## src/rtl/bcd_updown_counter_if.sv

```systemverilog
// Bus bundle for bcd_updown_counter.
//   Push       : raw active-low buttons, [1] = up, [0] = down, 2'b11 = idle
//   Load_i     : synchronous load strobe, active-high
//   Load_val_i : BCD value to load, digit 0 in [3:0]
//   Cnt_o_LED  : current count in BCD, digit 0 in [3:0]
//   Cnt_o_FND  : 7-segment codes {g..a} per digit, digit 0 in [6:0]
//   Limit_o    : one-cycle pulse on wrap or on a step blocked by saturation
// master = stimulus/consumer side, slave = counter side.
interface bcd_updown_counter_if #(
  parameter int unsigned DIGITS = 3
);
  logic [1:0]          Push;
  logic                Load_i;
  logic [4*DIGITS-1:0] Load_val_i;
  logic [4*DIGITS-1:0] Cnt_o_LED;
  logic [7*DIGITS-1:0] Cnt_o_FND;
  logic                Limit_o;

  modport master (
    output Push, Load_i, Load_val_i,
    input  Cnt_o_LED, Cnt_o_FND, Limit_o
  );

  modport slave (
    input  Push, Load_i, Load_val_i,
    output Cnt_o_LED, Cnt_o_FND, Limit_o
  );
endinterface

```

## src/rtl/bcd_updown_counter.sv

```systemverilog
// N-digit BCD up/down counter driven by two active-low push buttons.
// Each button is synchronised, debounced and optionally auto-repeated; the count
// supports parallel load (digits clamped to 9) and wraps or saturates at its limits.
// Ports:
//   Clk : system clock, rising edge
//   Rst : asynchronous active-low reset
//   bus : bcd_updown_counter_if.slave (Push, Load_i, Load_val_i, Cnt_o_LED,
//         Cnt_o_FND, Limit_o)
module bcd_updown_counter #(
  parameter int unsigned DIGITS         = 3,
  parameter int unsigned DEBOUNCE_CYC   = 4,
  parameter int unsigned REPEAT_DLY     = 0,
  parameter int unsigned REPEAT_PER     = 8,
  parameter bit          WRAP           = 1'b1,
  parameter bit          SEG_ACTIVE_LOW = 1'b1
) (
  input logic                Clk,
  input logic                Rst,
  bcd_updown_counter_if.slave bus
);

  localparam int unsigned CntW   = 4 * DIGITS;
  localparam int unsigned FndW   = 7 * DIGITS;
  localparam int unsigned DbW    = $clog2(DEBOUNCE_CYC + 1);
  localparam int unsigned RepMax = (REPEAT_DLY > REPEAT_PER) ? REPEAT_DLY : REPEAT_PER;
  localparam int unsigned RtW    = $clog2(RepMax + 1);

  localparam logic [DbW-1:0] DbLast  = DbW'(DEBOUNCE_CYC - 1);
  localparam logic [RtW-1:0] DlyLast = RtW'((REPEAT_DLY > 0) ? REPEAT_DLY - 1 : 0);
  localparam logic [RtW-1:0] PerLast = RtW'(REPEAT_PER - 1);

  localparam logic [6:0]      SegZero = SEG_ACTIVE_LOW ? 7'b1000000 : 7'b0111111;
  localparam logic [FndW-1:0] FndRst  = {DIGITS{SegZero}};

  typedef enum logic [1:0] {StIdle, StHold, StRepeat} rep_st_e;

  // Input path, one lane per button: [1] = up, [0] = down.
  logic [1:0]     sync1_q, sync2_q, db_q, db_d, db_prev_q;
  logic [DbW-1:0] db_cnt_q [2];
  logic [DbW-1:0] db_cnt_d [2];
  rep_st_e        rep_st_q [2];
  rep_st_e        rep_st_d [2];
  logic [RtW-1:0] tmr_q [2];
  logic [RtW-1:0] tmr_d [2];
  logic [1:0]     press, rep_req, req;
  logic           both_low;
  logic           step_up_d, step_up_q, step_dn_d, step_dn_q;

  logic [CntW-1:0] cnt_q, cnt_d, inc_val, dec_val;
  logic            inc_carry, dec_borrow;
  logic            limit_q, limit_d;
  logic [FndW-1:0] fnd_q, fnd_d;

  function automatic logic [6:0] seg_encode(logic [3:0] d);
    logic [6:0] s;
    case (d)
      4'd0:    s = 7'b0111111;
      4'd1:    s = 7'b0000110;
      4'd2:    s = 7'b1011011;
      4'd3:    s = 7'b1001111;
      4'd4:    s = 7'b1100110;
      4'd5:    s = 7'b1101101;
      4'd6:    s = 7'b1111101;
      4'd7:    s = 7'b0000111;
      4'd8:    s = 7'b1111111;
      4'd9:    s = 7'b1101111;
      default: s = 7'b0000000;
    endcase
    return SEG_ACTIVE_LOW ? ~s : s;
  endfunction

  // Debounce: accept a new level only after DEBOUNCE_CYC consecutive differing cycles.
  always_comb begin
    for (int b = 0; b < 2; b++) begin
      db_d[b]     = db_q[b];
      db_cnt_d[b] = '0;
      if (sync2_q[b] != db_q[b]) begin
        if (db_cnt_q[b] == DbLast) begin
          db_d[b] = sync2_q[b];
        end else begin
          db_cnt_d[b] = db_cnt_q[b] + 1'b1;
        end
      end
    end
  end

  assign press    = db_prev_q & ~db_q;
  assign both_low = ~|db_q;

  // Per-button auto-repeat; the FSMs stay idle when REPEAT_DLY is 0.
  always_comb begin
    for (int b = 0; b < 2; b++) begin
      rep_st_d[b] = rep_st_q[b];
      tmr_d[b]    = tmr_q[b];
      rep_req[b]  = 1'b0;
      if (REPEAT_DLY != 0) begin
        case (rep_st_q[b])
          StIdle: begin
            if (press[b]) begin
              rep_st_d[b] = StHold;
              tmr_d[b]    = '0;
            end
          end
          StHold, StRepeat: begin
            if (db_q[b]) begin
              rep_st_d[b] = StIdle;
              tmr_d[b]    = '0;
            end else if (both_low) begin
              tmr_d[b] = '0;
            end else if (tmr_q[b] == ((rep_st_q[b] == StHold) ? DlyLast : PerLast)) begin
              rep_req[b]  = 1'b1;
              rep_st_d[b] = StRepeat;
              tmr_d[b]    = '0;
            end else begin
              tmr_d[b] = tmr_q[b] + 1'b1;
            end
          end
          default: begin
            rep_st_d[b] = StIdle;
            tmr_d[b]    = '0;
          end
        endcase
      end
    end
  end

  // A step needs exactly one requesting button and never fires while both are held.
  assign req       = press | rep_req;
  assign step_up_d = req[1] & ~req[0] & ~both_low;
  assign step_dn_d = req[0] & ~req[1] & ~both_low;

  // Ripple BCD increment/decrement; a carry/borrow out of the top digit marks the limit.
  always_comb begin
    inc_val    = cnt_q;
    dec_val    = cnt_q;
    inc_carry  = 1'b1;
    dec_borrow = 1'b1;
    for (int d = 0; d < int'(DIGITS); d++) begin
      if (inc_carry) begin
        if (cnt_q[4*d +: 4] == 4'd9) begin
          inc_val[4*d +: 4] = 4'd0;
        end else begin
          inc_val[4*d +: 4] = cnt_q[4*d +: 4] + 4'd1;
          inc_carry         = 1'b0;
        end
      end
      if (dec_borrow) begin
        if (cnt_q[4*d +: 4] == 4'd0) begin
          dec_val[4*d +: 4] = 4'd9;
        end else begin
          dec_val[4*d +: 4] = cnt_q[4*d +: 4] - 4'd1;
          dec_borrow        = 1'b0;
        end
      end
    end
  end

  // Load wins over a same-cycle step, which is dropped.
  always_comb begin
    cnt_d   = cnt_q;
    limit_d = 1'b0;
    if (bus.Load_i) begin
      for (int d = 0; d < int'(DIGITS); d++) begin
        cnt_d[4*d +: 4] = (bus.Load_val_i[4*d +: 4] > 4'd9) ? 4'd9 : bus.Load_val_i[4*d +: 4];
      end
    end else if (step_up_q) begin
      limit_d = inc_carry;
      cnt_d   = (inc_carry && !WRAP) ? cnt_q : inc_val;
    end else if (step_dn_q) begin
      limit_d = dec_borrow;
      cnt_d   = (dec_borrow && !WRAP) ? cnt_q : dec_val;
    end
  end

  always_comb begin
    fnd_d = '0;
    for (int d = 0; d < int'(DIGITS); d++) begin
      fnd_d[7*d +: 7] = seg_encode(cnt_q[4*d +: 4]);
    end
  end

  always_ff @(posedge Clk or negedge Rst) begin
    if (!Rst) begin
      sync1_q   <= 2'b11;
      sync2_q   <= 2'b11;
      db_q      <= 2'b11;
      db_prev_q <= 2'b11;
      for (int b = 0; b < 2; b++) begin
        db_cnt_q[b] <= '0;
        rep_st_q[b] <= StIdle;
        tmr_q[b]    <= '0;
      end
      step_up_q <= 1'b0;
      step_dn_q <= 1'b0;
      cnt_q     <= '0;
      limit_q   <= 1'b0;
      fnd_q     <= FndRst;
    end else begin
      sync1_q   <= bus.Push;
      sync2_q   <= sync1_q;
      db_q      <= db_d;
      db_prev_q <= db_q;
      for (int b = 0; b < 2; b++) begin
        db_cnt_q[b] <= db_cnt_d[b];
        rep_st_q[b] <= rep_st_d[b];
        tmr_q[b]    <= tmr_d[b];
      end
      step_up_q <= step_up_d;
      step_dn_q <= step_dn_d;
      cnt_q     <= cnt_d;
      limit_q   <= limit_d;
      fnd_q     <= fnd_d;
    end
  end

  assign bus.Cnt_o_LED = cnt_q;
  assign bus.Cnt_o_FND = fnd_q;
  assign bus.Limit_o   = limit_q;

endmodule
```

## src/flat_wrapper.sv

```systemverilog
// flat-port wrapper written by rule: the top's interface ports become plain ports
module bcd_updown_counter_flat 
#(
  parameter int unsigned DIGITS         = 3,
  parameter int unsigned DEBOUNCE_CYC   = 4,
  parameter int unsigned REPEAT_DLY     = 0,
  parameter int unsigned REPEAT_PER     = 8,
  parameter bit          WRAP           = 1'b1,
  parameter bit          SEG_ACTIVE_LOW = 1'b1
)
  (Clk, Rst, bus_Push, bus_Load_i, bus_Load_val_i, bus_Cnt_o_LED, bus_Cnt_o_FND, bus_Limit_o);
  bcd_updown_counter_if #(.DIGITS(DIGITS)) bus_i ();
  input logic Clk;
  input logic Rst;
  input wire logic [$bits(bus_i.Push)-1:0] bus_Push;
  input wire logic [$bits(bus_i.Load_i)-1:0] bus_Load_i;
  input wire logic [$bits(bus_i.Load_val_i)-1:0] bus_Load_val_i;
  output wire logic [$bits(bus_i.Cnt_o_LED)-1:0] bus_Cnt_o_LED;
  output wire logic [$bits(bus_i.Cnt_o_FND)-1:0] bus_Cnt_o_FND;
  output wire logic [$bits(bus_i.Limit_o)-1:0] bus_Limit_o;
  assign bus_i.Push = bus_Push;
  assign bus_i.Load_i = bus_Load_i;
  assign bus_i.Load_val_i = bus_Load_val_i;
  assign bus_Cnt_o_LED = bus_i.Cnt_o_LED;
  assign bus_Cnt_o_FND = bus_i.Cnt_o_FND;
  assign bus_Limit_o = bus_i.Limit_o;
  bcd_updown_counter #(.DIGITS(DIGITS), .DEBOUNCE_CYC(DEBOUNCE_CYC), .REPEAT_DLY(REPEAT_DLY), .REPEAT_PER(REPEAT_PER), .WRAP(WRAP), .SEG_ACTIVE_LOW(SEG_ACTIVE_LOW)) u_core (.Clk(Clk), .Rst(Rst), .bus(bus_i));
endmodule
```

## config.mk

```make
export PLATFORM = sky130hd
export DESIGN_NAME = bcd_updown_counter_flat
export DESIGN_NICKNAME = d
export VERILOG_FILES = /design/src/rtl/bcd_updown_counter_if.sv /design/src/rtl/bcd_updown_counter.sv /design/src/flat_wrapper.sv
export SDC_FILE = /design/constraint.sdc
export NUM_CORES = 1
export LEC_CHECK = 0
export ABC_CLOCK_PERIOD_IN_PS = 1700
export CAP_MARGIN = 15
export CORE_UTILIZATION = 45
export CTS_CLUSTER_SIZE = 10
export DETAILED_ROUTE_END_ITERATION = 6
export PLACE_DENSITY_LB_ADDON = 0.08
export SLEW_MARGIN = 10
export SYNTH_ARGS = -nofsm -noshare
export SYNTH_HDL_FRONTEND = slang
export SYNTH_SLANG_ARGS = --single-unit
```

## constraint.sdc

```tcl
create_clock -name Clk -period 1.7 [get_ports Clk]
set_clock_uncertainty 0.05 [all_clocks]
set_input_delay 0.425 -clock Clk [delete_from_list [all_inputs] [get_ports Clk]]
set_output_delay 0.425 -clock Clk [all_outputs]
set_load 0.005 [all_outputs]
```

==> flow_metrics.py, run 1 <==
metrics = {
    "power": {
        "power_leakage_uw": 0.00178,
        "peakVddDrop_mv": 0.803,
        "p_per_area_nw_per_um2": 1370,
    },
    "clock_tree": {
        "clk_latency_ns": 0.31,
        "clk_pin_slew_ns": 0.10,
        "clock_sinks": 50,
        "cts_hold_buffers": 0,
        "cts_buffer_depth": 2,
        "numCtsBuffers": 5,
        "cts.htree.levels": 2,
        "root_buffer": "clkbuf_8",
        "tritoncts": "done",
    },
    "finish": {
        "finalNetCount": 415,
        "fill_cells": 487,
        "drive_above_1_share_pct": 35.6,
        "antenna_cells": 0,
        "area_delta_synth_final_pct": 46.2,
    },
    "yosys": {
        "syn_inst": 276,
        "synthSimpleGateAreaFrac_pct": 17.0,
        "synthAdderAreaFrac_pct": 9.00,
        "synth_top_family_by_area": "compound AO/OA/AOI/OAI gates",
        "muxShareOfSynthArea_pct": 2.43,
        "synth_compound_area_share_pct": 20.6,
        "synthTopCellsByArea": "dfrtp_1, dfstp_2, ha_1",
        "synth_xor_xnor_area_share_pct": 1.26,
        "synth_area_per_cell_sq_um": 10.1,
        "synth-async-reset-ratio_pct": 100,
        "synthDistinctLibCells": 59,
        "yosys.area.top_type": "dfrtp_1",
        "yosys.area.top_type_share_pct": 35.1,
        "synthesis.area_sq_um": 2780,
        "yosys_warnings": 0,
        "syn-num-nets": 313,
        "yosysSeqAreaShare_pct": 45.5,
        "yosys_most_used_dff": "dfrtp_1",
        "synth_edf_count": 0,
        "ys_ff_latch": 50,
    },
    "placement": {
        "dp_hpwl_um": 4820,
        "numPortBuffers": 50,
        "gp_congestion": 0.874,
        "post-place-ws_ns": -0.0452,
    },
    "setup_path": {
        "endpoint_kind": "flip-flop",
        "crit_slowest_cell": "dfrtp_1",
        "cp_cell_sequence": "clkinv_1 > a31oi_1 > a221oi_2 > a2bb2oi_2",
        "crit_required_ns": 1.86,
        "worst_setup_path_start_kind": "flip-flop",
        "cpPeakStageDelay_ns": 0.57,
        "critPathMaxFanout": 9,
        "critical_path_class": "flip-flop to flip-flop",
        "cp.arrival_ns": 1.90,
    },
    "timing": {
        "setup_tns_ns": -0.0718,
        "slew_headroom_pct": 68.1,
        "worst_pin_slew_ns": 0.476,
        "fin_crit_sh_pct": 103,
        "max_freq_mhz": 574,
        "setup_violations": 2,
        "rsz0062_at_grt": "true",
        "min_period_ns": 1.74,
        "maxSlewViolCount": 0,
        "timing.final.ws_setup_ns": -0.0432,
        "hold_violations": 0,
    },
    "detailed_routing": {
        "first_pass_iters": 4,
        "dr_total_vias": 2512,
        "viasPerCell": 5.53,
        "wl_per_cell_um": 15.9,
        "remaining_drc_errors": 0,
        "ant_nets": 0,
        "drt_iter0_drc": 107,
        "wl_um": 7240,
    },
    "floorplanning": {
        "die_y_um": 80.6,
        "rows": 28,
        "io_pins": 51,
        "die_w_um": 80.6,
        "die_area_sq_um": 6500,
        "core-area_sq_um": 5960,
        "start_util_pct": 46.7,
    },
    "global_route": {
        "grtUsageTotal_pct": 24.4,
        "grt_first_pass_wirelength_um": 12000,
        "antenna_found_initial": 0,
        "grt_pass1_vias": 2488,
        "grt_max_degree": 51,
        "overflow": 0,
    },
    "run_status": {
        "status": "finished, violations left",
        "violations": "negative setup slack",
    },
    "worst_hold_path": {
        "hold_path.class": "input pin to asynchronous set/reset pin",
    },
    "run": {
        "cap_violations": 0,
    },
}
## kinds of logic after synthesis
logic type | Yosys count
xor+xnor | 4
fa+ha+maj | 20
flops | 50
buf+inv | 27
simple gates | 86
compound gates | 84
mux | 5
## stage by stage
stage               instances  area [sq um]  hold slack (ns)  util [%]  total power, uW
floorplan                 276          2810           0.0794         -             3230
global placement          431          3670            0.295      61.6             4430
detailed placement        431          3670            0.299      61.6             4480
CTS                       454          4000           0.0370      67.1             5520
global route              454          4070           0.0428      68.3             5990
finish                    454          4070           0.0358      68.3             5570
## routing by layer
layer  vias up  routed length (um)  track usage, %
met1      1233                3190            32.6
li1       1203                   -               -
met4         0                  85            8.04
met3         8                 276            3.98
met2        68                3680            39.7
met5         -                   0               0
## synth_stat cells (all sizes together) (4+ instances only)
library cell / number
a211oi: 5
nor2: 24
or2: 5
inv: 12
nor3b: 5
dfrtp: 39
clkbuf: 6
nand2: 18
nor3: 7
ha: 20
nand2b: 9
buf: 6
o21ai: 15
and3b: 4
dfstp: 11
a31oi: 10
a21oi: 21
mux2: 4
## where the power goes
part	internal (uW)	switching, uW
Combinational	1580	1390
Clock	306	442
Sequential	1620	230
## area by class of cell
type	instances	area (sq um)	area share (%)
tap	75	93.8	2.31
clock inverter	3	28.8	0.707
timing repair buffer	107	955	23.5
multi-input combinational	199	1570	38.5
sequential	50	1280	31.4
inverter	15	75.1	1.85
clock buffer	5	68.8	1.69
## flip-flops by register name (all words and copies together), names as in the netlist
register              flops
u_core.sync1_q            2
u_core.bus.Cnt_o_LED     12
u_core.step_dn_q          1
u_core.db_prev_q          2
u_core.bus.Cnt_o_FND     21
u_core.db_cnt_q           6
u_core.db_q               2
u_core.sync2_q            2
u_core.step_up_q          1
u_core.bus.Limit_o        1
## path summary, 6_finish.rpt
path	startpoint	to	slack [ns]	cells after the start
setup / recovery	u_core.step_up_q	u_core.bus.Cnt_o_LED[6]	-0.04	4
hold / removal	Rst	u_core.bus.Cnt_o_LED[1]	0.04	2
setup reg to reg	u_core.step_up_q	u_core.bus.Cnt_o_LED[6]	-0.04	4
hold reg to reg	u_core.sync1_q[1]	u_core.sync2_q[1]	0.31	0
max in group asynchronous	Rst	u_core.sync1_q[0]	1.29	2
min in group Clk	u_core.sync1_q[1]	u_core.sync2_q[1]	0.31	0
## cells in the final DEF (no fill, tap or decap), types with 8 or more instances in the layout
cell type / n
dfrtp_1: 28
nand2_1: 18
nor2_1: 24
clkdlybuf4s50_1: 34
nand2b_1: 8
dlygate4sd2_1: 8
dfrtp_2: 11
ha_1: 13
a31oi_1: 10
dfstp_2: 11
o21ai_0: 12
a21oi_1: 21
buf_4: 51
## what timing repair did
| action | 4_1_cts | 5_1_grt |
|---|---|---|
| pin swaps | 13 | 16 |
| setup buffers | 16 | 1 |
| cloned | 0 | 0 |
| gates resized for setup | 46 | 21 |
| setup endpoints to repair | 20 | 19 |
## worst max-delay path: cells and delay by family, from the launching register on
| family | cells | cell delay [ns] |
|---|---|---|
| AOI/OAI and AO/OA | 3 | 0.62 |
| buffers and inverters | 1 | 0.39 |
| DFF | 1 | 0.57 |
No activity file was read; power rests on OpenSTA's default activity.
==> run 2, diff against run 1 <==
Settings changed: GPL_TIMING_DRIVEN from default to 1.
==> results of run 2 <==
No change in the layout: final DEF, timing and power equal those of run 1.
==> run 3, diff against run 2 <==
Settings changed: CORE_UTILIZATION 45 to 47.
==> flow_metrics.py, run 3 (synthesis results as in run 1) <==
metrics = {
    "detailed_routing": {
        "drt_iter0_drc": 115,
        "wl_um": 7020,
        "wl_per_cell_um": 15.4,
        "remaining_drc_errors": 0,
        "ant_nets": 0,
        "dr_total_vias": 2523,
        "viasPerCell": 5.55,
        "first_pass_iters": 4,
    },
    "setup_path": {
        "r2r-end": "u_core.bus.Cnt_o_LED[6]",
        "worst_setup_path_start_kind": "flip-flop",
        "cp_common_cell": "buf_6",
        "critPathMaxFanout": 6,
        "r2r_setup_slack_ns": -0.05,
        "cp.arrival_ns": 1.90,
        "cpPeakStageDelay_ns": 0.43,
        "cp_num_buf_inv": 4,
        "crit_slowest_cell": "dfrtp_2",
        "cp_cell_sequence": "buf_6 > inv_8 > ha_4 > nor4b_4 > buf_4 > a211oi_4 > buf_6 > a21o_1 > a2bb2oi_1",
        "cpLargestDelayFamily": "buffers and inverters",
        "critical_path_class": "flip-flop to flip-flop",
        "r2r_cells": 9,
        "endpoint_kind": "flip-flop",
        "reg2reg_from": "u_core.bus.Cnt_o_LED[1]",
        "crit_required_ns": 1.86,
    },
    "clock_tree": {
        "clk_latency_ns": 0.31,
        "numCtsBuffers": 5,
        "tritoncts": "done",
        "clock_sinks": 50,
        "cts.htree.levels": 2,
        "clk_pin_slew_ns": 0.10,
        "cts_buffer_depth": 2,
        "root_buffer": "clkbuf_8",
    },
    "finish": {
        "drive_above_1_share_pct": 36.0,
        "largest_register_ffs": 21,
        "finalNetCount": 419,
        "antenna_cells": 0,
        "final_common_cell": "buf_4",
        "most-common-layout-cells": "buf_4, clkdlybuf4s50_1, dfrtp_1",
        "area_delta_synth_final_pct": 47.3,
    },
    "timing": {
        "min_period_ns": 1.75,
        "slew_headroom_pct": 72.6,
        "setup_violations": 3,
        "timing.final.ws_setup_ns": -0.0472,
        "worst_pin_slew_ns": 0.411,
        "maxSlewViolCount": 0,
        "fin_crit_sh_pct": 103,
        "rsz0062_at_grt": "true",
        "hold_violations": 0,
        "max_freq_mhz": 572,
    },
    "power": {
        "p_per_area_nw_per_um2": 1380,
        "power_leakage_uw": 0.00180,
        "p_int_uw": 3590,
        "p_switching_uw": 2070,
        "peakVddDrop_mv": 0.994,
        "pwr-share-clk_pct": 13.4,
        "power_uw": 5650,
        "seq_power_share_pct": 32.6,
        "p_sw_share_pct": 36.5,
        "combPwrFrac_pct": 54.0,
    },
    "placement": {
        "gp_congestion": 0.882,
        "numPortBuffers": 50,
        "dp_hpwl_um": 4690,
        "post-place-ws_ns": -0.0990,
    },
    "floorplanning": {
        "die_w_um": 78.9,
        "start_util_pct": 49.6,
        "die_y_um": 78.9,
        "die_area_sq_um": 6230,
        "core-area_sq_um": 5610,
        "io_pins": 51,
        "rows": 27,
    },
    "run_status": {
        "violations": "negative setup slack",
        "status": "finished, violations left",
    },
    "global_route": {
        "grt_pass1_vias": 2315,
        "overflow": 0,
        "grtUsageTotal_pct": 23.0,
        "grt_max_degree": 37,
        "antenna_found_initial": 0,
        "grt_first_pass_wirelength_um": 11100,
    },
    "worst_hold_path": {
        "min-delay-start": "u_core.sync1_q[1]",
        "hold_end": "u_core.sync2_q[1]",
        "min_path_cells": 0,
        "hold_path.class": "flip-flop to flip-flop",
    },
    "run": {
        "cap_violations": 0,
    },
}
-- run 3: cell types whose count changed in the layout (fill, tap and decap cells not counted), sizes merged --
| cell | previous run | this run |
|---|---|---|
| clkbuf | 6 | 7 |
| dlygate4sd3 | 0 | 1 |
| clkinv | 5 | 4 |
| clkdlybuf4s50 | 34 | 36 |
| inv | 12 | 14 |
| buf | 58 | 61 |
| dlymetal6s2s | 6 | 3 |
| clkinvlp | 1 | 0 |
-- run 3: worst max path at each step --
stage / slack (ns) / endpoint / cells after the start / startpoint
2_1_floorplan: 0.001 / u_core.bus.Cnt_o_LED[7] / 6 / u_core.bus.Cnt_o_LED[4]
3_3_place_gp: -0.12 / u_core.bus.Cnt_o_LED[4] / 6 / bus_Load_i
3_5_place_dp: -0.1 / u_core.bus.Cnt_o_LED[4] / 6 / bus_Load_i
4_1_cts: -0.08 / bus_Cnt_o_LED[7] / 1 / u_core.bus.Cnt_o_LED[7]
5_1_grt: -0.13 / u_core.bus.Cnt_o_LED[6] / 7 / u_core.bus.Cnt_o_LED[5]
6_report: -0.05 / u_core.bus.Cnt_o_LED[6] / 9 / u_core.bus.Cnt_o_LED[1]
-- run 3: metal layers --
metal  vias up  global-route usage (%)  part of all wire, %
met3         8                    4.14                  6.0
met2        96                    36.8                   48
met1      1206                    32.0                   45
met4         0                    6.36                  1.1
met5         -                       0                    0
li1       1213                       -                    -
-- run 3: final cells by class --
class | count | area [sq um]
multi-input cells | 199 | 1550
fillers | 403 | 1510
flip-flops and latches | 50 | 1280
repair buffers | 111 | 1000
well taps | 72 | 90.1
inverters | 15 | 76.3
clock buffers | 5 | 68.8
clock inverters | 3 | 28.8
-- run 3: timing repair --
action	in CTS	in global routing
endpoints found under the hold margin	13	0
gates resized for setup	36	38
pin swaps	7	17
endpoints found under the setup margin	23	15
setup buffers	13	8
hold buffers	1	0
-- run 3: power groups by stage --
stage	clock [uW]	combinational, uW	sequential (uW)
after floorplan	0	1320	1910
after global placement	0	2540	1890
after detailed placement	0	2560	1900
after CTS	784	2810	1840
after global routing	816	3330	1880
final	759	3060	1840
-- run 3: worst reg2reg max path, delay by kind of cell, from the launching register on --
kind,cells,cell delay (ns)
AOI/OAI and AO/OA,3,0.34
adders and majority gates,1,0.13
buffers and inverters,4,0.53
DFF,1,0.43
and+or+nand+nor,1,0.18
-- run 3: through the flow --
| stage | setup TNS [ns] | hold slack (ns) | utilization, % | instances | area, sq um |
|---|---|---|---|---|---|
| after floorplan | 0 | 0.0794 | - | 276 | 2810 |
| after global placement | -0.159 | 0.296 | 65.1 | 426 | 3650 |
| after detailed placement | -0.296 | 0.297 | 65.1 | 426 | 3650 |
| after CTS | -0.181 | 0.311 | 69.8 | 448 | 3920 |
| after global routing | -0.501 | 0.315 | 73.1 | 455 | 4100 |
| final | -0.103 | 0.311 | 73.1 | 455 | 4100 |
